===== src/rtl/fetch_queue.sv =====
// fetch_queue: sequential instruction prefetch into a small FIFO feeding IF.
// Ports: imem_* memory side, redirect* flush, instr_* IF handshake, occupancy.
module fetch_queue #(
  parameter int          DEPTH    = 4,
  parameter logic [31:0] RESET_PC = 32'h0000_0000,
  parameter logic [31:0] NOP_WORD = 32'hC800_0000
) (
  input  logic                   clk,
  input  logic                   reset,
  output logic                   imem_req,
  output logic [31:0]            imem_addr,
  input  logic [31:0]            imem_rdata,
  input  logic                   redirect,
  input  logic [31:0]            redirect_pc,
  output logic                   instr_valid,
  input  logic                   instr_ready,
  output logic [31:0]            instr_out,
  output logic [31:0]            instr_pc,
  output logic [$clog2(DEPTH):0] occupancy
);

  localparam int AW = $clog2(DEPTH);
  localparam logic [AW+1:0] DEPTH_W = (AW+2)'(DEPTH);

  logic [31:0]   r_fetch_pc;
  logic [31:0]   r_data [DEPTH];
  logic [31:0]   r_pc   [DEPTH];
  logic [AW-1:0] r_rd_ptr;
  logic [AW-1:0] r_wr_ptr;
  logic [AW:0]   r_count;
  logic          r_inflight;
  logic [31:0]   r_inflight_pc;
  logic          r_stale;

  logic          w_pop;
  logic          w_push;
  logic          w_req;
  logic [AW+1:0] w_need;

  assign instr_valid = (r_count != '0);
  assign w_pop       = instr_valid & instr_ready;
  assign w_push      = r_inflight & ~r_stale;

  // Slots committed once the outstanding response lands and the pop leaves.
  assign w_need = (AW+2)'(r_count)
                + (AW+2)'(r_inflight)
                - (AW+2)'(w_pop);

  assign w_req     = reset & ~redirect & (w_need < DEPTH_W);
  assign imem_req  = w_req;
  assign imem_addr = r_fetch_pc;
  assign occupancy = r_count;

  always_comb begin
    instr_out = NOP_WORD;
    instr_pc  = 32'h0;
    if (instr_valid) begin
      instr_out = r_data[r_rd_ptr];
      instr_pc  = r_pc[r_rd_ptr];
    end
  end

  always_ff @(posedge clk) begin
    if (reset && !redirect && w_push) begin
      r_data[r_wr_ptr] <= imem_rdata;
      r_pc[r_wr_ptr]   <= r_inflight_pc;
    end
  end

  always_ff @(posedge clk) begin
    if (!reset) begin
      r_fetch_pc    <= RESET_PC;
      r_rd_ptr      <= '0;
      r_wr_ptr      <= '0;
      r_count       <= '0;
      r_inflight    <= 1'b0;
      r_inflight_pc <= 32'h0;
      r_stale       <= 1'b0;
    end else if (redirect) begin
      // The word landing this cycle is dropped with the flush; stale
      // only guards a response still owed to a request made now.
      r_fetch_pc <= {redirect_pc[31:2], 2'b00};
      r_rd_ptr   <= '0;
      r_wr_ptr   <= '0;
      r_count    <= '0;
      r_inflight <= w_req;
      r_stale    <= w_req;
    end else begin
      r_inflight <= w_req;
      if (w_req) begin
        r_fetch_pc    <= r_fetch_pc + 32'd4;
        r_inflight_pc <= r_fetch_pc;
      end
      if (r_inflight) begin
        r_stale <= 1'b0;
      end
      if (w_push) begin
        r_wr_ptr <= r_wr_ptr + 1'b1;
      end
      if (w_pop) begin
        r_rd_ptr <= r_rd_ptr + 1'b1;
      end
      unique case ({w_push, w_pop})
        2'b10:   r_count <= r_count + 1'b1;
        2'b01:   r_count <= r_count - 1'b1;
        default: r_count <= r_count;
      endcase
    end
  end

endmodule


===== config.mk =====
export PLATFORM = sky130hd
export DESIGN_NAME = fetch_queue
export DESIGN_NICKNAME = d
export VERILOG_FILES = /design/src/rtl/fetch_queue.sv
export SDC_FILE = /design/constraint.sdc
export NUM_CORES = 1
export LEC_CHECK = 0
export CAP_MARGIN = 10
export CORE_ASPECT_RATIO = 1.75
export CORE_UTILIZATION = 45
export CTS_CLUSTER_SIZE = 30
export DETAILED_ROUTE_END_ITERATION = 10
export PLACE_DENSITY_LB_ADDON = 0.12
export SKIP_CTS_REPAIR_TIMING = 1
export SLEW_MARGIN = 20
export SYNTH_ARGS = -nofsm -noshare
export SYNTH_HDL_FRONTEND = slang
export SYNTH_SLANG_ARGS = --single-unit

===== constraint.sdc =====
create_clock -name clk -period 3.4 [get_ports clk]
set_input_delay 0.34 -clock clk [delete_from_list [all_inputs] [get_ports clk]]
set_output_delay 0.34 -clock clk [all_outputs]
set_load 0.03 [all_outputs]

==> key figures <==
CTS
  • H-tree Lvls: 1
  • Root buffer cell: clkbuf_16
  • Worst-skew pair later-pin latency: 0.54 ns
  • Clk pin slew, worst setup/hold paths: 0.07 ns
  • CTS Buffer Depth: 3
  • CTS sink count: 319
  • CTS tree: built
  • Total CTS buffers: 27

Global route
  • Antenna violations before repair: 0
  • GRT Residual Overflow: 0
  • Largest net degree at the start of global routing: 61
  • Vias in the first global route: 7448
  • Total Routing Usage GR: 18.4%
  • First-pass GRT wire length: 40700 µm

STA
  • Final Hold Fails: 0
  • Final period utilization: 94.0%
  • Fin crit period: 3.20 ns
  • Count of pins over their slew limit: 0
  • Slew headroom: 58.6%
  • Worst Tran Pin Value: 0.615 ns
  • RSZ-0062 raised after global routing: false
  • F_max: 0.313 GHz
  • TNS Setup: 0 ns
  • Final setup violation count: 0
  • Worst clock skew: 0.0173 ns
  • Hold Slack: 0.405 ns

Synth
  • Post-Synthesis Cells: 808
  • Netlist cell types: 46
  • Post-synth EDFFs: 248
  • Post-synthesis cell area: 12700 µm²
  • Synthesized flop and latch total: 319
  • Top_reg_cell synth: edfxtp_1
  • Post-synthesis sequential area ratio: 69.7%
  • Async S/R FF share, synth: 0%
  • YS warnings: 0
  • Syn Area/Cell: 15.8 µm²

Final layout
  • Nets: 1059
  • Syn-to-layout area delta: 24.7%
  • Antenna Cells: 0
  • Fin util: 57.0%
  • Cell area after layout: 15900 µm²
  • Share of cells above drive strength 1: 15.1%

Route
  • Via count: 7263
  • DR iter-0 viols: 375
  • Detailed Routing Iterations Pass 1: 5
  • Vias/cell: 5.29
  • Avg WL per Cell: 18.8 µm
  • Antenna viol nets, final: 0
  • WL final: 25900 µm
  • DRC errors left: 0

Setup path
  • CP required: 3.06 ns
  • CP Max Fanout: 11
  • Worst EP arrival: 2.86 ns
  • Crit start category: flop
  • Reg2reg setup slack: 0.34 ns
  • Crit path kind: reg2out
  • Crit path capture type: output pin

Hold path
  • HP Class: in2reg

Floorplanning
  • Row count: 81
  • Die area: 29000 µm²
  • Total core area: 27900 µm²
  • Die Span Y: 224 µm
  • Ports: 169
  • Die W: 129 µm
  • Initial Util: 45.7%

Placement
  • DP Area: 14900 µm²
  • IO Port Bufs: 162
  • Placer Congestion: 0.815
  • Detailed placer's ending HPWL: 16300 µm

Pwr
  • Leak pwr: 5.27 nW
  • PwrDens: 505 nW/µm²
  • Total power: 8.01 mW
  • Worst ir drop on vdd: 0.000355 V

Status
  • Status: complete, no violations

Run
  • Max Cap Viol: 0
-- critical path, cell delays in order, from the launching register on --
cell and delay, ns:
dfxtp_1 0.36, nor3_2 0.22, inv_2 0.06, and2_1 0.21, ha_1 0.20, inv_1 0.05
ha_1 0.21, and3b_1 0.21, o211a_4 0.30, o21ai_2 0.14, inv_1 0.08, buf_6 0.14
buf_4 0.17
-- cells by family after synthesis --
kind of cell / share of synthesized area, %
xor gates and xnor gates: 1.31
DFF: 69.7
muxes: 11.2
buffers and inverters: 2.11
AOI/OAI and AO/OA: 5.96
adders and majority gates: 1.04
other: 0.0295
and+or+nand+nor: 8.66
-- state kept, by name, indices dropped and copies added, names as in the netlist, named ones only --
register / flops
r_inflight: 1
r_wr_ptr: 2
r_data: 128
occupancy: 3
r_inflight_pc: 30
r_pc: 120
imem_addr: 30
r_rd_ptr: 2
r_stale: 1
-- stage by stage --
| stage | cells | worst slack, ns |
|---|---|---|
| floorplan | 811 | 0.399 |
| global placement | 1323 | 0.229 |
| detailed placement | 1323 | 0.154 |
| CTS | 1372 | -0.165 |
| global route | 1374 | 0.0213 |
| finish | 1374 | 0.202 |
-- metal layers --
| layer | part of all wire, % | track usage, % | up-vias | wire, µm |
|---|---|---|---|---|
| met1 | 40 | 22.1 | 3634 | 10400 |
| met4 | 2.0 | 6.03 | 0 | 506 |
| met2 | 53 | 33.6 | 174 | 13800 |
| met3 | 4.3 | 2.45 | 31 | 1120 |
| li1 | - | - | 3424 | - |
| met5 | 0 | 0 | - | 0 |
-- cell usage in the layout, fill, tap and decap left out, types with 4 or more instances in the layout --
| cell | synthesis | layout |
|---|---|---|
| and3_2 | 0 | 4 |
| mux4_2 | 62 | 62 |
| and2_1 | 62 | 62 |
| nor3_1 | 9 | 8 |
| buf_4 | 4 | 19 |
| a21boi_0 | 30 | 30 |
| o21ai_0 | 35 | 35 |
| clkdlybuf4s50_1 | 0 | 161 |
| conb_1 | 1 | 4 |
| nand4_1 | 4 | 4 |
| buf_12 | 0 | 8 |
| bufinv_16 | 0 | 4 |
| a21oi_1 | 16 | 16 |
| dfxtp_1 | 71 | 68 |
| and3_1 | 13 | 9 |
| clkbuf_1 | 36 | 4 |
| xnor2_1 | 4 | 4 |
| nor2_1 | 18 | 18 |
| edfxtp_1 | 248 | 248 |
| nand2_1 | 73 | 73 |
| o211ai_1 | 6 | 6 |
| ha_1 | 9 | 9 |
| clkinv_2 | 0 | 6 |
| o2111ai_1 | 9 | 9 |
| xor2_1 | 15 | 15 |
| a31oi_1 | 7 | 7 |
| a211oi_1 | 5 | 5 |
| or3_1 | 6 | 6 |
| nor4_1 | 5 | 5 |
| inv_1 | 16 | 15 |
| nand3_1 | 9 | 9 |
| clkbuf_16 | 0 | 28 |
-- layout make-up --
type,count,area [µm²]
inverter,16,60.1
multi-input combinational,427,3620
fill,2275,12000
clock buffer,33,729
clock inverter,16,186
timing repair buffer,190,1940
sequential,319,8870
tap,373,467
-- power breakdown --
part / internal (mW) / switching, mW / total, mW
clock network: 1.83 / 1.32 / 3.16
registers: 4.24 / 0.0669 / 4.31
logic: 0.251 / 0.298 / 0.549
total: 6.32 / 1.69 / 8.01
-- synthesized netlist by cell type, drive strengths merged, types with 7 or more instances --
cell       n  share of area, %
a21boi    30               1.8
a21oi     16              0.63
a31oi      7              0.34
and2      62               3.0
and3      13              0.64
buf       13              0.58
clkbuf    36               1.1
dfxtp     71                11
edfxtp   248                59
ha         9              0.88
inv       16              0.47
mux4      62                11
nand2     73               2.2
nand3      9              0.35
nor2      18              0.53
nor3       9              0.35
o2111ai    9              0.62
o21ai     37               1.5
xor2      15               1.0
-- final timing paths --
| kind | startpoint | to | cells past startpoint |
|---|---|---|---|
| min | redirect_pc[9] | imem_addr[9]$_SDFFE_PN0P_ | 3 |
| min reg2reg | r_stale$_SDFFE_PN0P_ | r_stale$_SDFFE_PN0P_ | 1 |
| max reg2reg | occupancy[1]$_SDFFE_PP0P_ | imem_addr[28]$_SDFFE_PN0P_ | 13 |
| max | occupancy[1]$_SDFFE_PP0P_ | imem_req | 12 |
Note: power is estimated with default switching activity, not from simulation.
==> RTL edit: new RTL, config.mk and constraints unchanged <==
Set the parameter `DEPTH` to 8 (it was 4).
--- a/src/rtl/fetch_queue.sv
+++ b/src/rtl/fetch_queue.sv
@@ -2,5 +2,5 @@
 // Ports: imem_* memory side, redirect* flush, instr_* IF handshake, occupancy.
 module fetch_queue #(
-  parameter int          DEPTH    = 4,
+  parameter int          DEPTH    = 8,
   parameter logic [31:0] RESET_PC = 32'h0000_0000,
   parameter logic [31:0] NOP_WORD = 32'hC800_0000
Interface: changed (resized occupancy); port bits go from 169 to 170. No check against the original RTL was run, so the function may have changed too.
==> RTL edit against the original RTL <==
Sequential cell count rose by 252; wire length grew 86%; die area grew 76%; area after synthesis rose by 77%; maximum frequency fell by 4.7%; final area grew 71%; core utilization decreased by 2.1 points; count of clock-buffer cells in the layout grew 26; final cell count increased by 56%; worst setup slack worse by 0.16 ns; power rose by 78%; critical path type unchanged; largest cell class unchanged.
==> RTL edit: results <==
metrics = {
    "pwr": {
        "switchingPower_mw": 2.969,
        "p_comb_mw": 0.681,
    },
    "cells_and_area": {
        "largestRegisters": "r_data x256, r_pc x240",
        "layout.nets": 1525,
        "seq_area_frac": 0.6046,
        "nClkBuffers": 59,
        "clkCellAreaFrac": 0.06222,
    },
    "detailed_routing": {
        "dr.pass1.iters": 4,
        "wl_mm": 48.02,
        "wl_met3_mm": 2.191,
        "viasPerCell": 5.483,
        "met1_length_mm": 19.22,
    },
    "critical_path": {
        "cp.arrival_ns": 3.02,
        "crit_slowest_cell": "a211o_4",
        "cpPeakStageDelay_ns": 0.42,
        "cpLargestDelayFamily": "adder cells",
    },
    "cts": {
        "cts_htree_levels": 2,
        "numCtsBuffers": 50,
        "clock_latency_ns": 0.58,
    },
    "run_status": {
        "status": "finished clean",
    },
    "place": {
        "io_buffers": 163,
    },
    "global_route": {
        "grtUsageMet2": 0.3504,
        "grtUsageTotal": 0.1951,
        "grt_pass1_wl_mm": 73.94,
        "grt_max_degree": 64,
    },
    "timing": {
        "relSlewSlack": 0.3848,
    },
    "synth": {
        "yosys-top-cells-area": "edfxtp_1 (66%), mux4_2 (12%), dfxtp_1 (6.7%)",
        "seq_area_frac_synth": 0.7293,
    },
}
-- RTL edit: cells by family after synthesis --
kind of cell	synth area share
AO/OA/AOI/OAI	0.04269
AND/OR/NAND/NOR	0.04330
buffers and inverters	0.01865
flip-flops	0.7293
other	0.0001668
multiplexers	0.1518
adder cells (fa/ha/maj)	0.007013
XOR/XNOR	0.007013
-- RTL edit: per-stage QoR --
step                      area, um2  hold WS [ns]  setup slack [ns]  std cells  utilization
after floorplan               22510        0.3965           -0.8575       1249            -
after global placement        25320        0.4184            0.1902       2042       0.5119
after detailed placement      25320        0.4433            0.1634       2042       0.5119
after CTS                     27010        0.2715           -0.3097       2134       0.5460
after global routing          27150        0.3202           -0.1207       2145       0.5489
final                         27150        0.2963           0.04316       2145       0.5489
-- RTL edit: path summary, 6_finish.rpt --
path                 from             to  slack, ns  depth (start not counted)
max          occupancy[2]       imem_req       0.04                         14
min                 reset      flip-flop       0.30                          4
max reg2reg  occupancy[2]  imem_addr[26]       0.35                         14
min reg2reg    r_inflight        r_stale       0.44                          1
